## config.mk

```make
export PLATFORM = sky130hd
export DESIGN_NAME = mem_arbiter_flat
export DESIGN_NICKNAME = d
export VERILOG_FILES = /design/src/rtl/mem_arbiter_if.sv /design/src/rtl/mem_arbiter.sv /design/src/flat_wrapper.sv
export SDC_FILE = /design/constraint.sdc
export NUM_CORES = 1
export LEC_CHECK = 0
export ABC_AREA = 1
export BUFFER_PORTS_ARGS = -buffer_cell sky130_fd_sc_hd__buf_2
export CELL_PAD_IN_SITES_DETAIL_PLACEMENT = 1
export CELL_PAD_IN_SITES_GLOBAL_PLACEMENT = 1
export CORE_ASPECT_RATIO = 1.25
export CORE_MARGIN = 2
export CORE_UTILIZATION = 34
export CTS_BUF_LIST = sky130_fd_sc_hd__clkbuf_2 sky130_fd_sc_hd__clkbuf_4 sky130_fd_sc_hd__clkbuf_8
export DETAILED_ROUTE_END_ITERATION = 8
export PLACE_DENSITY = 0.95
export RECOVER_POWER = 25
export SLEW_MARGIN = 0
export SYNTH_ARGS = -nofsm -noshare
export SYNTH_HDL_FRONTEND = slang
export SYNTH_SLANG_ARGS = --single-unit
export TNS_END_PERCENT = 10
```

## constraint.sdc

```tcl
create_clock -name clk -period 3.78 [get_ports clk]
set_input_delay 0.756 -clock clk [delete_from_list [all_inputs] [get_ports clk]]
set_output_delay 0.756 -clock clk [all_outputs]
set_load 0.05 [all_outputs]
```

## src/rtl/mem_arbiter_if.sv

```systemverilog
// mem_arbiter_if: signal bundle between the two requesters, the arbiter and
// the DDR3 memory block's mux-side command port (ui_clk domain).
//
// Modports:
//   slave  - the arbiter's view: takes requests and memory responses, drives
//            acks, read returns, memory command strobes and status.
//   master - the environment's view: requesters plus the memory block.
//
// Signal groups:
//   requester 0/1 : reqN, weN, addrN, widthN, wdataN  -> arbiter
//                   ackN, rdataN, rvalidN             <- arbiter
//   memory        : mem_rd, mem_wr, mem_addr, mem_data_width, mem_wr_data -> memory
//                   mem_rd_ready, mem_wr_ready, mem_rd_data, mem_rd_valid <- memory
//   status        : busy, owner, err_stray, err_timeout

interface mem_arbiter_if #(
  parameter int ADDR_W = 27
);
  logic              req0;
  logic              req1;
  logic              we0;
  logic              we1;
  logic [ADDR_W-1:0] addr0;
  logic [ADDR_W-1:0] addr1;
  logic [1:0]        width0;
  logic [1:0]        width1;
  logic [31:0]       wdata0;
  logic [31:0]       wdata1;
  logic              ack0;
  logic              ack1;
  logic [31:0]       rdata0;
  logic [31:0]       rdata1;
  logic              rvalid0;
  logic              rvalid1;

  logic              mem_rd;
  logic              mem_wr;
  logic [ADDR_W-1:0] mem_addr;
  logic [1:0]        mem_data_width;
  logic [31:0]       mem_wr_data;
  logic              mem_rd_ready;
  logic              mem_wr_ready;
  logic [31:0]       mem_rd_data;
  logic              mem_rd_valid;

  logic              busy;
  logic              owner;
  logic              err_stray;
  logic              err_timeout;

  modport slave (
    input  req0, req1, we0, we1, addr0, addr1, width0, width1, wdata0, wdata1,
    output ack0, ack1, rdata0, rdata1, rvalid0, rvalid1,
    output mem_rd, mem_wr, mem_addr, mem_data_width, mem_wr_data,
    input  mem_rd_ready, mem_wr_ready, mem_rd_data, mem_rd_valid,
    output busy, owner, err_stray, err_timeout
  );

  modport master (
    output req0, req1, we0, we1, addr0, addr1, width0, width1, wdata0, wdata1,
    input  ack0, ack1, rdata0, rdata1, rvalid0, rvalid1,
    input  mem_rd, mem_wr, mem_addr, mem_data_width, mem_wr_data,
    output mem_rd_ready, mem_wr_ready, mem_rd_data, mem_rd_valid,
    input  busy, owner, err_stray, err_timeout
  );
endinterface

```

## src/rtl/mem_arbiter.sv

```systemverilog
// mem_arbiter: two-requester arbiter/sequencer in front of the DDR3 memory
// block's mux-side command port, clocked by ui_clk.
//
// Port 0 (GBA cartridge bus) has fixed priority; port 1 (host loader/debug)
// is protected from starvation: after STARVE_LIMIT consecutive port-0 grants
// made while port 1 waits, port 1 wins the next arbitration.
// One command is in flight at a time. The command registers (address, width,
// write data) stay stable through the read return because the memory block
// decodes read data combinationally from mem_addr/mem_data_width.
//
// Ports:
//   clk  - ui_clk
//   rst  - synchronous active-high reset (rst_ui_sync)
//   bus  - mem_arbiter_if.slave: requester handshakes, memory command port,
//          status (busy, owner, err_stray, err_timeout)
//
// Optional build macro MEM_ARB_RD_TIMEOUT_EN: adds a read-return watchdog.
// After TIMEOUT_CYCLES cycles in WAIT_RD without mem_rd_valid the owner gets
// 32'hDEADBEEF with an rvalid pulse and err_timeout is set sticky. Without the
// macro WAIT_RD waits indefinitely and err_timeout is tied low.

module mem_arbiter #(
  parameter int ADDR_W         = 27,
  parameter int STARVE_LIMIT   = 4,
  parameter int TIMEOUT_CYCLES = 1024
) (
  input logic         clk,
  input logic         rst,
  mem_arbiter_if.slave bus
);

  typedef enum logic [1:0] {
    IDLE    = 2'd0,
    ISSUE   = 2'd1,
    WAIT_RD = 2'd2
  } state_t;

  localparam int CNT_W = (STARVE_LIMIT > 0) ? $clog2(STARVE_LIMIT + 1) : 1;
  localparam logic [CNT_W-1:0] CNT_MAX = CNT_W'(STARVE_LIMIT);

  function automatic logic [CNT_W-1:0] sat_inc(input logic [CNT_W-1:0] v);
    return (v == CNT_MAX) ? v : v + CNT_W'(1);
  endfunction

  state_t            state;
  logic [CNT_W-1:0]  starve_cnt;
  logic              we_r;
  logic [ADDR_W-1:0] addr_r;
  logic [1:0]        width_r;
  logic [31:0]       wdata_r;
  logic              owner_r;
  logic              mem_rd_r;
  logic              mem_wr_r;
  logic              busy_r;
  logic              rvalid0_r;
  logic              rvalid1_r;
  logic [31:0]       rdata0_r;
  logic [31:0]       rdata1_r;
  logic              err_stray_r;

  // Arbitration decision for the current IDLE cycle.
  logic              grant;
  logic              pick1;
  logic              sel_we;
  logic [ADDR_W-1:0] sel_addr;
  logic [1:0]        sel_width;
  logic [31:0]       sel_wdata;
  logic              accept;

  always_comb begin
    grant     = bus.req0 | bus.req1;
    // Port 1 wins when starved or when port 0 is not asking.
    pick1     = bus.req1 & ((starve_cnt == CNT_MAX) | ~bus.req0);
    sel_we    = pick1 ? bus.we1    : bus.we0;
    sel_addr  = pick1 ? bus.addr1  : bus.addr0;
    sel_width = pick1 ? bus.width1 : bus.width0;
    sel_wdata = pick1 ? bus.wdata1 : bus.wdata0;
  end

  // Strobes are only ever high in ISSUE, so no state qualifier is needed.
  assign accept = (mem_rd_r & bus.mem_rd_ready) | (mem_wr_r & bus.mem_wr_ready);

`ifdef MEM_ARB_RD_TIMEOUT_EN
  localparam int TO_W = (TIMEOUT_CYCLES > 1) ? $clog2(TIMEOUT_CYCLES) : 1;
  localparam logic [TO_W-1:0] TO_LAST = TO_W'(TIMEOUT_CYCLES - 1);

  logic [TO_W-1:0] to_cnt;
  logic            err_timeout_r;
`else
  // The parameter stays in both builds so instantiations need not change;
  // nothing is built from it here.
  if (TIMEOUT_CYCLES < 1) begin : g_timeout_unused
  end
`endif

  always_ff @(posedge clk) begin
    if (rst) begin
      state       <= IDLE;
      starve_cnt  <= '0;
      we_r        <= 1'b0;
      addr_r      <= '0;
      width_r     <= '0;
      wdata_r     <= '0;
      owner_r     <= 1'b0;
      mem_rd_r    <= 1'b0;
      mem_wr_r    <= 1'b0;
      busy_r      <= 1'b0;
      rvalid0_r   <= 1'b0;
      rvalid1_r   <= 1'b0;
      rdata0_r    <= '0;
      rdata1_r    <= '0;
      err_stray_r <= 1'b0;
`ifdef MEM_ARB_RD_TIMEOUT_EN
      to_cnt        <= '0;
      err_timeout_r <= 1'b0;
`endif
    end else begin
      rvalid0_r <= 1'b0;
      rvalid1_r <= 1'b0;

      if (bus.mem_rd_valid && state != WAIT_RD) begin
        err_stray_r <= 1'b1;
      end

      case (state)
        IDLE: begin
          if (!bus.req1) begin
            starve_cnt <= '0;
          end
          if (grant) begin
            owner_r  <= pick1;
            we_r     <= sel_we;
            addr_r   <= sel_addr;
            width_r  <= sel_width;
            wdata_r  <= sel_wdata;
            mem_rd_r <= ~sel_we;
            mem_wr_r <= sel_we;
            busy_r   <= 1'b1;
            state    <= ISSUE;
            if (pick1) begin
              starve_cnt <= '0;
            end else if (bus.req1) begin
              starve_cnt <= sat_inc(starve_cnt);
            end
          end
        end

        ISSUE: begin
          if (accept) begin
            mem_rd_r <= 1'b0;
            mem_wr_r <= 1'b0;
            if (we_r) begin
              state  <= IDLE;
              busy_r <= 1'b0;
            end else begin
              state  <= WAIT_RD;
`ifdef MEM_ARB_RD_TIMEOUT_EN
              to_cnt <= '0;
`endif
            end
          end
        end

        WAIT_RD: begin
          if (bus.mem_rd_valid) begin
            if (owner_r) begin
              rdata1_r  <= bus.mem_rd_data;
              rvalid1_r <= 1'b1;
            end else begin
              rdata0_r  <= bus.mem_rd_data;
              rvalid0_r <= 1'b1;
            end
            state  <= IDLE;
            busy_r <= 1'b0;
          end
`ifdef MEM_ARB_RD_TIMEOUT_EN
          else if (to_cnt == TO_LAST) begin
            // Memory never answered: hand back a marker word so the
            // requester is not left hanging.
            if (owner_r) begin
              rdata1_r  <= 32'hDEADBEEF;
              rvalid1_r <= 1'b1;
            end else begin
              rdata0_r  <= 32'hDEADBEEF;
              rvalid0_r <= 1'b1;
            end
            err_timeout_r <= 1'b1;
            state         <= IDLE;
            busy_r        <= 1'b0;
          end else begin
            to_cnt <= to_cnt + TO_W'(1);
          end
`endif
        end

        default: begin
          state <= IDLE;
        end
      endcase
    end
  end

  // Ack is combinational so the requester sees it in the acceptance cycle.
  assign bus.ack0           = accept & ~owner_r;
  assign bus.ack1           = accept & owner_r;
  assign bus.rdata0         = rdata0_r;
  assign bus.rdata1         = rdata1_r;
  assign bus.rvalid0        = rvalid0_r;
  assign bus.rvalid1        = rvalid1_r;
  assign bus.mem_rd         = mem_rd_r;
  assign bus.mem_wr         = mem_wr_r;
  assign bus.mem_addr       = addr_r;
  assign bus.mem_data_width = width_r;
  assign bus.mem_wr_data    = wdata_r;
  assign bus.busy           = busy_r;
  assign bus.owner          = owner_r;
  assign bus.err_stray      = err_stray_r;
`ifdef MEM_ARB_RD_TIMEOUT_EN
  assign bus.err_timeout    = err_timeout_r;
`else
  assign bus.err_timeout    = 1'b0;
`endif

endmodule

```

## src/flat_wrapper.sv

```systemverilog
// flat-port wrapper written by rule: the top's interface ports become plain ports
module mem_arbiter_flat 
#(
  parameter int ADDR_W         = 27,
  parameter int STARVE_LIMIT   = 4,
  parameter int TIMEOUT_CYCLES = 1024
)
  (clk, rst, bus_req0, bus_req1, bus_we0, bus_we1, bus_addr0, bus_addr1, bus_width0, bus_width1, bus_wdata0, bus_wdata1, bus_ack0, bus_ack1, bus_rdata0, bus_rdata1, bus_rvalid0, bus_rvalid1, bus_mem_rd, bus_mem_wr, bus_mem_addr, bus_mem_data_width, bus_mem_wr_data, bus_mem_rd_ready, bus_mem_wr_ready, bus_mem_rd_data, bus_mem_rd_valid, bus_busy, bus_owner, bus_err_stray, bus_err_timeout);
  mem_arbiter_if #(.ADDR_W(ADDR_W)) bus_i ();
  input logic clk;
  input logic rst;
  input wire logic [$bits(bus_i.req0)-1:0] bus_req0;
  input wire logic [$bits(bus_i.req1)-1:0] bus_req1;
  input wire logic [$bits(bus_i.we0)-1:0] bus_we0;
  input wire logic [$bits(bus_i.we1)-1:0] bus_we1;
  input wire logic [$bits(bus_i.addr0)-1:0] bus_addr0;
  input wire logic [$bits(bus_i.addr1)-1:0] bus_addr1;
  input wire logic [$bits(bus_i.width0)-1:0] bus_width0;
  input wire logic [$bits(bus_i.width1)-1:0] bus_width1;
  input wire logic [$bits(bus_i.wdata0)-1:0] bus_wdata0;
  input wire logic [$bits(bus_i.wdata1)-1:0] bus_wdata1;
  output wire logic [$bits(bus_i.ack0)-1:0] bus_ack0;
  output wire logic [$bits(bus_i.ack1)-1:0] bus_ack1;
  output wire logic [$bits(bus_i.rdata0)-1:0] bus_rdata0;
  output wire logic [$bits(bus_i.rdata1)-1:0] bus_rdata1;
  output wire logic [$bits(bus_i.rvalid0)-1:0] bus_rvalid0;
  output wire logic [$bits(bus_i.rvalid1)-1:0] bus_rvalid1;
  output wire logic [$bits(bus_i.mem_rd)-1:0] bus_mem_rd;
  output wire logic [$bits(bus_i.mem_wr)-1:0] bus_mem_wr;
  output wire logic [$bits(bus_i.mem_addr)-1:0] bus_mem_addr;
  output wire logic [$bits(bus_i.mem_data_width)-1:0] bus_mem_data_width;
  output wire logic [$bits(bus_i.mem_wr_data)-1:0] bus_mem_wr_data;
  input wire logic [$bits(bus_i.mem_rd_ready)-1:0] bus_mem_rd_ready;
  input wire logic [$bits(bus_i.mem_wr_ready)-1:0] bus_mem_wr_ready;
  input wire logic [$bits(bus_i.mem_rd_data)-1:0] bus_mem_rd_data;
  input wire logic [$bits(bus_i.mem_rd_valid)-1:0] bus_mem_rd_valid;
  output wire logic [$bits(bus_i.busy)-1:0] bus_busy;
  output wire logic [$bits(bus_i.owner)-1:0] bus_owner;
  output wire logic [$bits(bus_i.err_stray)-1:0] bus_err_stray;
  output wire logic [$bits(bus_i.err_timeout)-1:0] bus_err_timeout;
  assign bus_i.req0 = bus_req0;
  assign bus_i.req1 = bus_req1;
  assign bus_i.we0 = bus_we0;
  assign bus_i.we1 = bus_we1;
  assign bus_i.addr0 = bus_addr0;
  assign bus_i.addr1 = bus_addr1;
  assign bus_i.width0 = bus_width0;
  assign bus_i.width1 = bus_width1;
  assign bus_i.wdata0 = bus_wdata0;
  assign bus_i.wdata1 = bus_wdata1;
  assign bus_ack0 = bus_i.ack0;
  assign bus_ack1 = bus_i.ack1;
  assign bus_rdata0 = bus_i.rdata0;
  assign bus_rdata1 = bus_i.rdata1;
  assign bus_rvalid0 = bus_i.rvalid0;
  assign bus_rvalid1 = bus_i.rvalid1;
  assign bus_mem_rd = bus_i.mem_rd;
  assign bus_mem_wr = bus_i.mem_wr;
  assign bus_mem_addr = bus_i.mem_addr;
  assign bus_mem_data_width = bus_i.mem_data_width;
  assign bus_mem_wr_data = bus_i.mem_wr_data;
  assign bus_i.mem_rd_ready = bus_mem_rd_ready;
  assign bus_i.mem_wr_ready = bus_mem_wr_ready;
  assign bus_i.mem_rd_data = bus_mem_rd_data;
  assign bus_i.mem_rd_valid = bus_mem_rd_valid;
  assign bus_busy = bus_i.busy;
  assign bus_owner = bus_i.owner;
  assign bus_err_stray = bus_i.err_stray;
  assign bus_err_timeout = bus_i.err_timeout;
  mem_arbiter #(.ADDR_W(ADDR_W), .STARVE_LIMIT(STARVE_LIMIT), .TIMEOUT_CYCLES(TIMEOUT_CYCLES)) u_core (.clk(clk), .rst(rst), .bus(bus_i));
endmodule
```

### Word level (Yosys, flattened, before mapping)

Cells that the tools add are included.

| cells by class | value |
|---|---|
| reductions and logical operators | 12 |
| eq/ne operators | 9 |
| add/subtract/negate cells | 1 |
| multiplexer cells | 26 |
| bitwise operators | 13 |

Operator list:

| kind | number |
|---|---|
| 32-bit 2-to-1 mux | 1 |
| 27-bit 2-to-1 mux | 1 |
| 3-bit 2-to-1 mux | 5 |
| 3-bit AND reduction | 4 |
| 1-bit 2-to-1 mux | 10 |
| 2-bit 2-to-1 mux | 5 |
| 2-bit by 1-bit != test with 1-bit output, second input constant | 3 |
| 2-bit one-hot mux with 3 select lines | 1 |
| 1-bit bitwise AND | 5 |
| 1-bit inverter | 5 |
| 5-bit AND reduction | 1 |
| 2-bit != test, second input constant | 2 |
| 4-bit != test, second input constant | 1 |
| 1-bit one-hot mux with 2 select lines | 2 |
| 2-bit AND reduction | 2 |
| 3-bit by 1-bit adder with 3-bit output, second input constant | 1 |
| 3-bit == test, second input constant | 1 |
| 1-bit bitwise OR | 3 |
| 1-bit one-hot mux with 3 select lines | 1 |
| 3-bit nonzero test | 1 |
| 3-bit OR reduction | 1 |
| 2-bit by 1-bit == test with 1-bit output, second input constant | 1 |
| 2-bit == test, second input constant | 1 |
| 2-bit logical NOT | 1 |
| 2 further kinds | 2 |

| storage, ports and cells | value |
|---|---|
| register bits after elaboration | 138 |
| output and inout port bits | 135 |
| logic and storage cells | 76 |
| input port bits | 163 |

### Longest topological paths before layout

Gate-level depths: netlist (run 1).

| depth | value |
|---|---|
| depth after elaboration | 7 |
| mapped depth | 9 |
| gate-level depth less buffers | 9 |

### Worst setup path after synthesis (run 1)

No wires, ideal clock.

| timing | value |
|---|---|
| path kind | input -> output |
| from | input bus_mem_rd_ready |
| to | output bus_ack0 |
| required time | 3024 ps |
| stages | 4 |
| path buffers | 0 |
| arrival time | 1586 ps |
| path slack | 1438 ps |
| cells stage by stage | nand2_1 -> nand2_1 -> inv_1 -> nor2_1 |

| between the ends | value |
|---|---|
| longest elaborated chain between the ends | 3 |

RTL lines:

| what | RTL line | text |
|---|---|---|
| start: declaration | flat_wrapper.sv:33 | `input wire logic [$bits(bus_i.mem_rd_ready)-1:0] bus_mem_rd_ready;` |
| 1-bit bitwise AND | mem_arbiter.sv:81 | `assign accept = (mem_rd_r & bus.mem_rd_ready) \| (mem_wr_r & bus.mem_wr_ready);` |
| 1-bit bitwise OR | mem_arbiter.sv:81 |  |
| 1-bit bitwise AND | mem_arbiter.sv:204 | `assign bus.ack0 = accept & ~owner_r;` |
| end: declaration | flat_wrapper.sv:22 | `output wire logic [$bits(bus_i.ack0)-1:0] bus_ack0;` |

No other way between the ends.

==> flow_metrics.py, run 1 <==
metrics = {
    "status": {
        "status": "finished, violations left",
        "violations": "max-capacitance violations, max-slew violations",
    },
    "critical_path": {
        "worstPathArrival_ps": 2860,
        "r2r_cells": 8,
        "critical_path_peak_fanout": 78,
        "crit_path_frequent_cell": "inv_1",
        "worst-setup-path-type": "in -> reg",
        "critPathSlowestCell": "inv_1",
        "crit_path_end_kind": "flip-flop",
        "worst_setup_path_start_kind": "primary input",
        "path_cells": "clkbuf_1 > inv_1 > buf_12 > o21ai_0 > a21o_1 > inv_1",
        "crit_path_max_incr_delay_ps": 1120,
        "crit_cells": 6,
        "cp_top_family": "buffers and inverters",
        "critPathRequiredTime_ps": 4160,
        "cp_num_buf_inv": 4,
    },
    "clock_tree": {
        "cts.htree.levels": 4,
        "cts_num_sinks": 138,
        "cts_tree": "yes",
        "post_cts_buffers": 0,
        "cts_hold_buf": 0,
        "clock_latency_ps": 440,
        "numCtsBuffers": 17,
        "clk_pin_slew_worst_paths_ps": 80,
        "root_buffer": "clkbuf_8",
        "cts_resized": 0,
        "cts_buffer_depth": 2,
    },
    "layout": {
        "final_cells": 1276,
        "drive_gt1_share_pct": 26.7,
        "fin_nets": 1212,
        "nFillCells": 2225,
        "stdcell_area_um2": 7730,
        "mostFrequentLayoutCells": "buf_2, dfxtp_1, o21ai_0, inv_1, a21oi_1",
        "final_common_cell": "buf_2",
        "areaGrowthSynthToFinish_pct": 33.5,
    },
    "pwr": {
        "netSwitchingFraction_pct": 48.2,
        "internal-power_w": 0.00312,
        "p_seq_share_pct": 33.1,
        "power_leakage_nw": 4.01,
        "power_frac_clock_pct": 20.8,
        "power.density_nw_per_um2": 779,
        "ir_drop_mv": 0.357,
        "netSwitchingPower_w": 0.00290,
        "combPwrFrac_pct": 46.1,
    },
    "timing": {
        "period_needed_ps": 2480,
        "worst_pin_slew_ps": 1640,
        "skew_ps": 11.7,
        "fin_crit_sh_pct": 65.6,
        "finalSetupViolCount": 0,
        "slew_headroom_pct": -9.66,
        "hold_viol": 0,
        "max_freq_mhz": 403,
        "report.final.slew_viol_count": 86,
        "rsz0062_at_grt": "false",
        "finalSetupTns_ps": 0,
        "whs_ps": 445,
    },
    "synth": {
        "syn-num-nets": 944,
        "ys_ff_latch": 138,
        "synth-compound-area-share_pct": 28.0,
        "synthXorXnorAreaFrac_pct": 0.151,
        "synth_fa_ha_area_share_pct": 1.51,
        "synth_mux_area_share_pct": 0,
        "synth_area_um2": 5790,
        "syn_area_per_cell_um2": 7.48,
        "netlist_instances": 774,
        "synth-warning-count": 0,
        "synth_top_family_by_area": "compound AO/OA/AOI/OAI gates",
        "ys_types": 20,
        "ys_seq_area_share_pct": 47.7,
        "synthSimpleGateAreaFrac_pct": 11.4,
    },
    "floorplan": {
        "io-pin-count": 298,
        "die_y_um": 150,
        "core_area_um2": 16800,
        "die-area_um2": 18100,
        "dieWidth_um": 121,
        "rows": 53,
        "initial_core_util_pct": 34.5,
    },
    "global_route": {
        "grt_pass1_wl_um": 31200,
        "grt.overflow.total": 0,
        "antenna_found_initial": 2,
        "track_usage_pct": 21.7,
        "grt_pass1_vias": 6339,
        "grt_max_degree": 79,
    },
    "min_path": {
        "hold_path_class": "reg -> reg",
        "holdPathStages": 2,
    },
    "detailed_routing": {
        "drc": 0,
        "antenna_left": 0,
        "vias_per_cell": 4.88,
        "wl_per_cell_um": 15.7,
        "num_vias": 6230,
        "first_pass_iters": 4,
        "drtIter0Drc": 246,
        "drt-total-wl_um": 20100,
    },
    "place": {
        "gp_congestion": 0.867,
        "placed_area_um2": 7400,
        "portBuffers": 296,
        "place_hpwl_um": 14200,
        "placed_cells": 1243,
    },
    "run": {
        "cap_violations": 2,
    },
}
## area by class of cell
class / count / area [µm²] / area share (%)
inverter: 108 / 405 / 5.25
sequential: 138 / 2760 / 35.8
clock inverter: 9 / 114 / 1.47
tap: 220 / 275 / 3.56
timing repair buffer: 303 / 1470 / 19.0
clock buffer: 22 / 290 / 3.76
antenna: 2 / 5.00 / 0.0648
multi-input combinational: 474 / 2410 / 31.1
## state kept, by name, summed over array words and instances, names as in the netlist
name / flops
u_core.bus.busy: 1
u_core.bus.rdata0: 32
u_core.bus.rvalid0: 1
u_core.starve_cnt: 3
u_core.bus.mem_addr: 27
u_core.bus.mem_rd: 1
u_core.bus.mem_wr: 1
u_core.bus.mem_wr_data: 32
u_core.bus.err_stray: 1
u_core.state: 2
u_core.bus.mem_data_width: 2
u_core.bus.owner: 1
u_core.bus.rdata1: 32
u_core.we_r: 1
u_core.bus.rvalid1: 1
## final timing paths
kind / startpoint / endpoint / slack (ps)
setup / recovery: rst / u_core.bus.mem_addr[6] / 1300
hold / removal: u_core.bus.rdata1[22] / u_core.bus.rdata1[22] / 450
setup reg to reg: u_core.state[0] / u_core.bus.rdata0[13] / 1310
hold reg to reg: u_core.bus.rdata1[22] / u_core.bus.rdata1[22] / 450
## routing by layer
metal | up-vias | global-route usage, % | part of all wire, %
met2 | 204 | 38.0 | 51
li1 | 3021 | - | -
met4 | 0 | 13.5 | 4.8
met5 | - | 0 | 0
met3 | 67 | 5.37 | 5.1
met1 | 2938 | 23.3 | 39
## stage by stage
step                total power, W  setup WS (ps)  utilization (%)
floorplan                  0.00411           1440                -
global placement           0.00474           1390             44.1
detailed placement         0.00485           1330             44.1
CTS                        0.00611           1510             46.5
global route               0.00637           1070             46.1
finish                     0.00602           1300             46.1
## synth_stat cells, drive strengths merged
cell	instances	share of area, %
a21o	61	7.9
a21oi	102	8.9
buf	25	2.2
clkbuf	29	1.9
conb	1	0.065
dfxtp	138	48
ha	7	1.5
inv	108	7.0
nand2	82	5.3
nand3	5	0.43
nand4	1	0.11
nor2	81	5.3
o21ai	130	11
or2	3	0.32
xor2	1	0.15
## power by group through the flow
stage / Clock (W) / Sequential [W] / Combinational, W
after global placement: 0 / 0.00200 / 0.00274
after floorplan: 0 / 0.00316 / 0.000950
final: 0.00125 / 0.00199 / 0.00278
after global routing: 0.00135 / 0.00203 / 0.00299
after detailed placement: 0 / 0.00201 / 0.00283
after CTS: 0.00128 / 0.00199 / 0.00284
## cell families (layout without fill, tap and decap cells)
kind of cell | after synthesis | in the layout
compound gates | 293 | 293
flops | 138 | 138
simple gates | 172 | 172
fa+ha+maj | 7 | 7
buf+inv | 162 | 442
xor+xnor | 1 | 1
other cells | 1 | 3
## tightest hold or removal path, stage by stage (launching register included)
cell and delay [ps]:
dfxtp_1 310, inv_1 50, a21oi_1 50
No activity file was read; power rests on OpenSTA's default activity.
==> run 2, diff against run 1 <==
Settings changed: CORE_UTILIZATION 34 to 32, PLACE_DENSITY 0.95 to 0.94.
Clock period 3.78 ns to 2.4 ns, I/O delays scaled along.
==> run 2 against run 1 <==
Compared with the run above: the run now ends clean; design area increased by 1.6%; largest power group unchanged; final cell count rose by 0.94%; global-route usage shrank 1.0 points; clock-buffer cell count is the same; total power up 60%; highest routed layer unchanged; routed wire length up 0.72%; via count unchanged.
==> flow_metrics.py, run 2 (same netlist as run 1, synthesis figures left out) <==
metrics = {
    "status": {
        "status": "finished clean",
    },
    "timing": {
        "slew_headroom_pct": 51.2,
        "max_freq_mhz": 505,
        "period_needed_ps": 1980,
        "finalSetupViolCount": 0,
        "worst_pin_slew_ps": 732,
        "whs_ps": 276,
        "fin_crit_sh_pct": 82.4,
        "hold_viol": 0,
        "skew_ps": 11.5,
        "rsz0062_at_grt": "false",
        "finalSetupTns_ps": 0,
        "report.final.slew_viol_count": 0,
    },
    "detailed_routing": {
        "vias_per_cell": 4.84,
        "first_pass_iters": 4,
        "drc": 0,
        "num_vias": 6230,
        "drt-total-wl_um": 20200,
        "drtIter0Drc": 297,
        "antenna_left": 0,
        "wl_per_cell_um": 15.7,
    },
    "global_route": {
        "grt_pass1_vias": 6470,
        "track_usage_pct": 20.7,
        "grt_max_degree": 78,
        "antenna_found_initial": 3,
        "grt_pass1_wl_um": 32400,
        "grt.overflow.total": 0,
    },
    "clock_tree": {
        "root_buffer": "clkbuf_8",
        "cts.htree.levels": 4,
        "clock_latency_ps": 440,
        "cts_hold_buf": 0,
        "cts_tree": "yes",
        "cts_num_sinks": 138,
        "post_cts_buffers": 0,
        "cts_resized": 0,
        "numCtsBuffers": 17,
        "clk_pin_slew_worst_paths_ps": 80,
        "cts_buffer_depth": 2,
    },
    "critical_path": {
        "crit_path_end_kind": "flip-flop",
        "worstPathArrival_ps": 2290,
        "critical_path_peak_fanout": 40,
        "critPathRequiredTime_ps": 2720,
        "crit_path_max_incr_delay_ps": 440,
        "cp-startpoint": "u_core.state[0]",
        "path_cells": "inv_1 > ha_1 > nand3_2 > buf_12 > o21ai_0 > a21oi_1",
        "r2r_start": "u_core.state[0]",
        "critPathSlowestCell": "nand3_2",
        "worst-setup-path-type": "reg -> reg",
        "worst_setup_path_start_kind": "flip-flop",
    },
    "layout": {
        "mostFrequentLayoutCells": "buf_2, dfxtp_1, o21ai_0, inv_1, a21oi_1",
        "final_common_cell": "buf_2",
        "fin_util_pct": 43.9,
        "multi_input_area_um2": 2410,
        "final_cells": 1288,
        "drive_gt1_share_pct": 27.0,
        "nFillCells": 2368,
        "fin_nets": 1214,
        "seq_area_um2": 2760,
        "areaGrowthSynthToFinish_pct": 35.6,
    },
    "place": {
        "place_hpwl_um": 14600,
        "placed_cells": 1253,
        "gp_congestion": 0.888,
        "portBuffers": 296,
    },
    "pwr": {
        "power.density_nw_per_um2": 1230,
        "power_leakage_nw": 4.05,
        "p_total_w": 0.00964,
        "ir_drop_mv": 0.575,
    },
    "run": {
        "cap_violations": 0,
    },
    "floorplan": {
        "rows": 55,
        "dieWidth_um": 124,
        "core_area_um2": 17900,
        "die-area_um2": 19200,
        "initial_core_util_pct": 32.4,
        "die_y_um": 154,
        "io-pin-count": 298,
    },
    "min_path": {
        "hold_path_class": "in -> reg",
        "hold_start": "bus_mem_rd_data[28]",
    },
}
run 2: worst paths after layout:
check / slack, ps / cells after the start / to
max reg2reg: 420 / 6 / u_core.bus.rdata1[10]
max: 420 / 6 / u_core.bus.rdata1[10]
min reg2reg: 450 / 2 / u_core.bus.rdata1[12]
min: 280 / 3 / u_core.bus.rdata0[28]
run 2: power by group:
part / leakage (nW) / internal (W) / switching, W
logic: 2.69 / 0.00106 / 0.00335
clock network: 0.225 / 0.00117 / 0.000928
registers: 1.13 / 0.00285 / 0.000277
run 2: cell type report:
cell class	instances	share of cell area (%)
inverters	108	5.17
clock buffers	22	3.86
well taps	228	3.64
clock inverters	10	1.77
flip-flops and latches	138	35.2
repair buffers	305	19.5
multi-input cells	474	30.8
diodes	3	0.0957
run 2: metrics by stage:
stage / worst slack, ps / instance area, µm²
2_1_floorplan: 393 / 5790
3_3_place_gp: 551 / 7480
3_5_place_dp: 473 / 7480
4_1_cts: 455 / 7920
5_1_grt: 268 / 7850
6_report: 421 / 7850
run 2: worst max-delay path, delay by kind of cell (launching register included):
kind | cells | cell delay (ps)
simple gates | 1 | 440
compound gates | 2 | 340
buf+inv | 2 | 490
fa+ha+maj | 1 | 230
flops | 1 | 340
run 2: per-layer routing:
metal | global-route usage, % | routed length [µm]
met1 | 22.5 | 7680
met2 | 36.7 | 10500
met5 | 0 | 0
met3 | 5.26 | 1030
met4 | 11.5 | 993
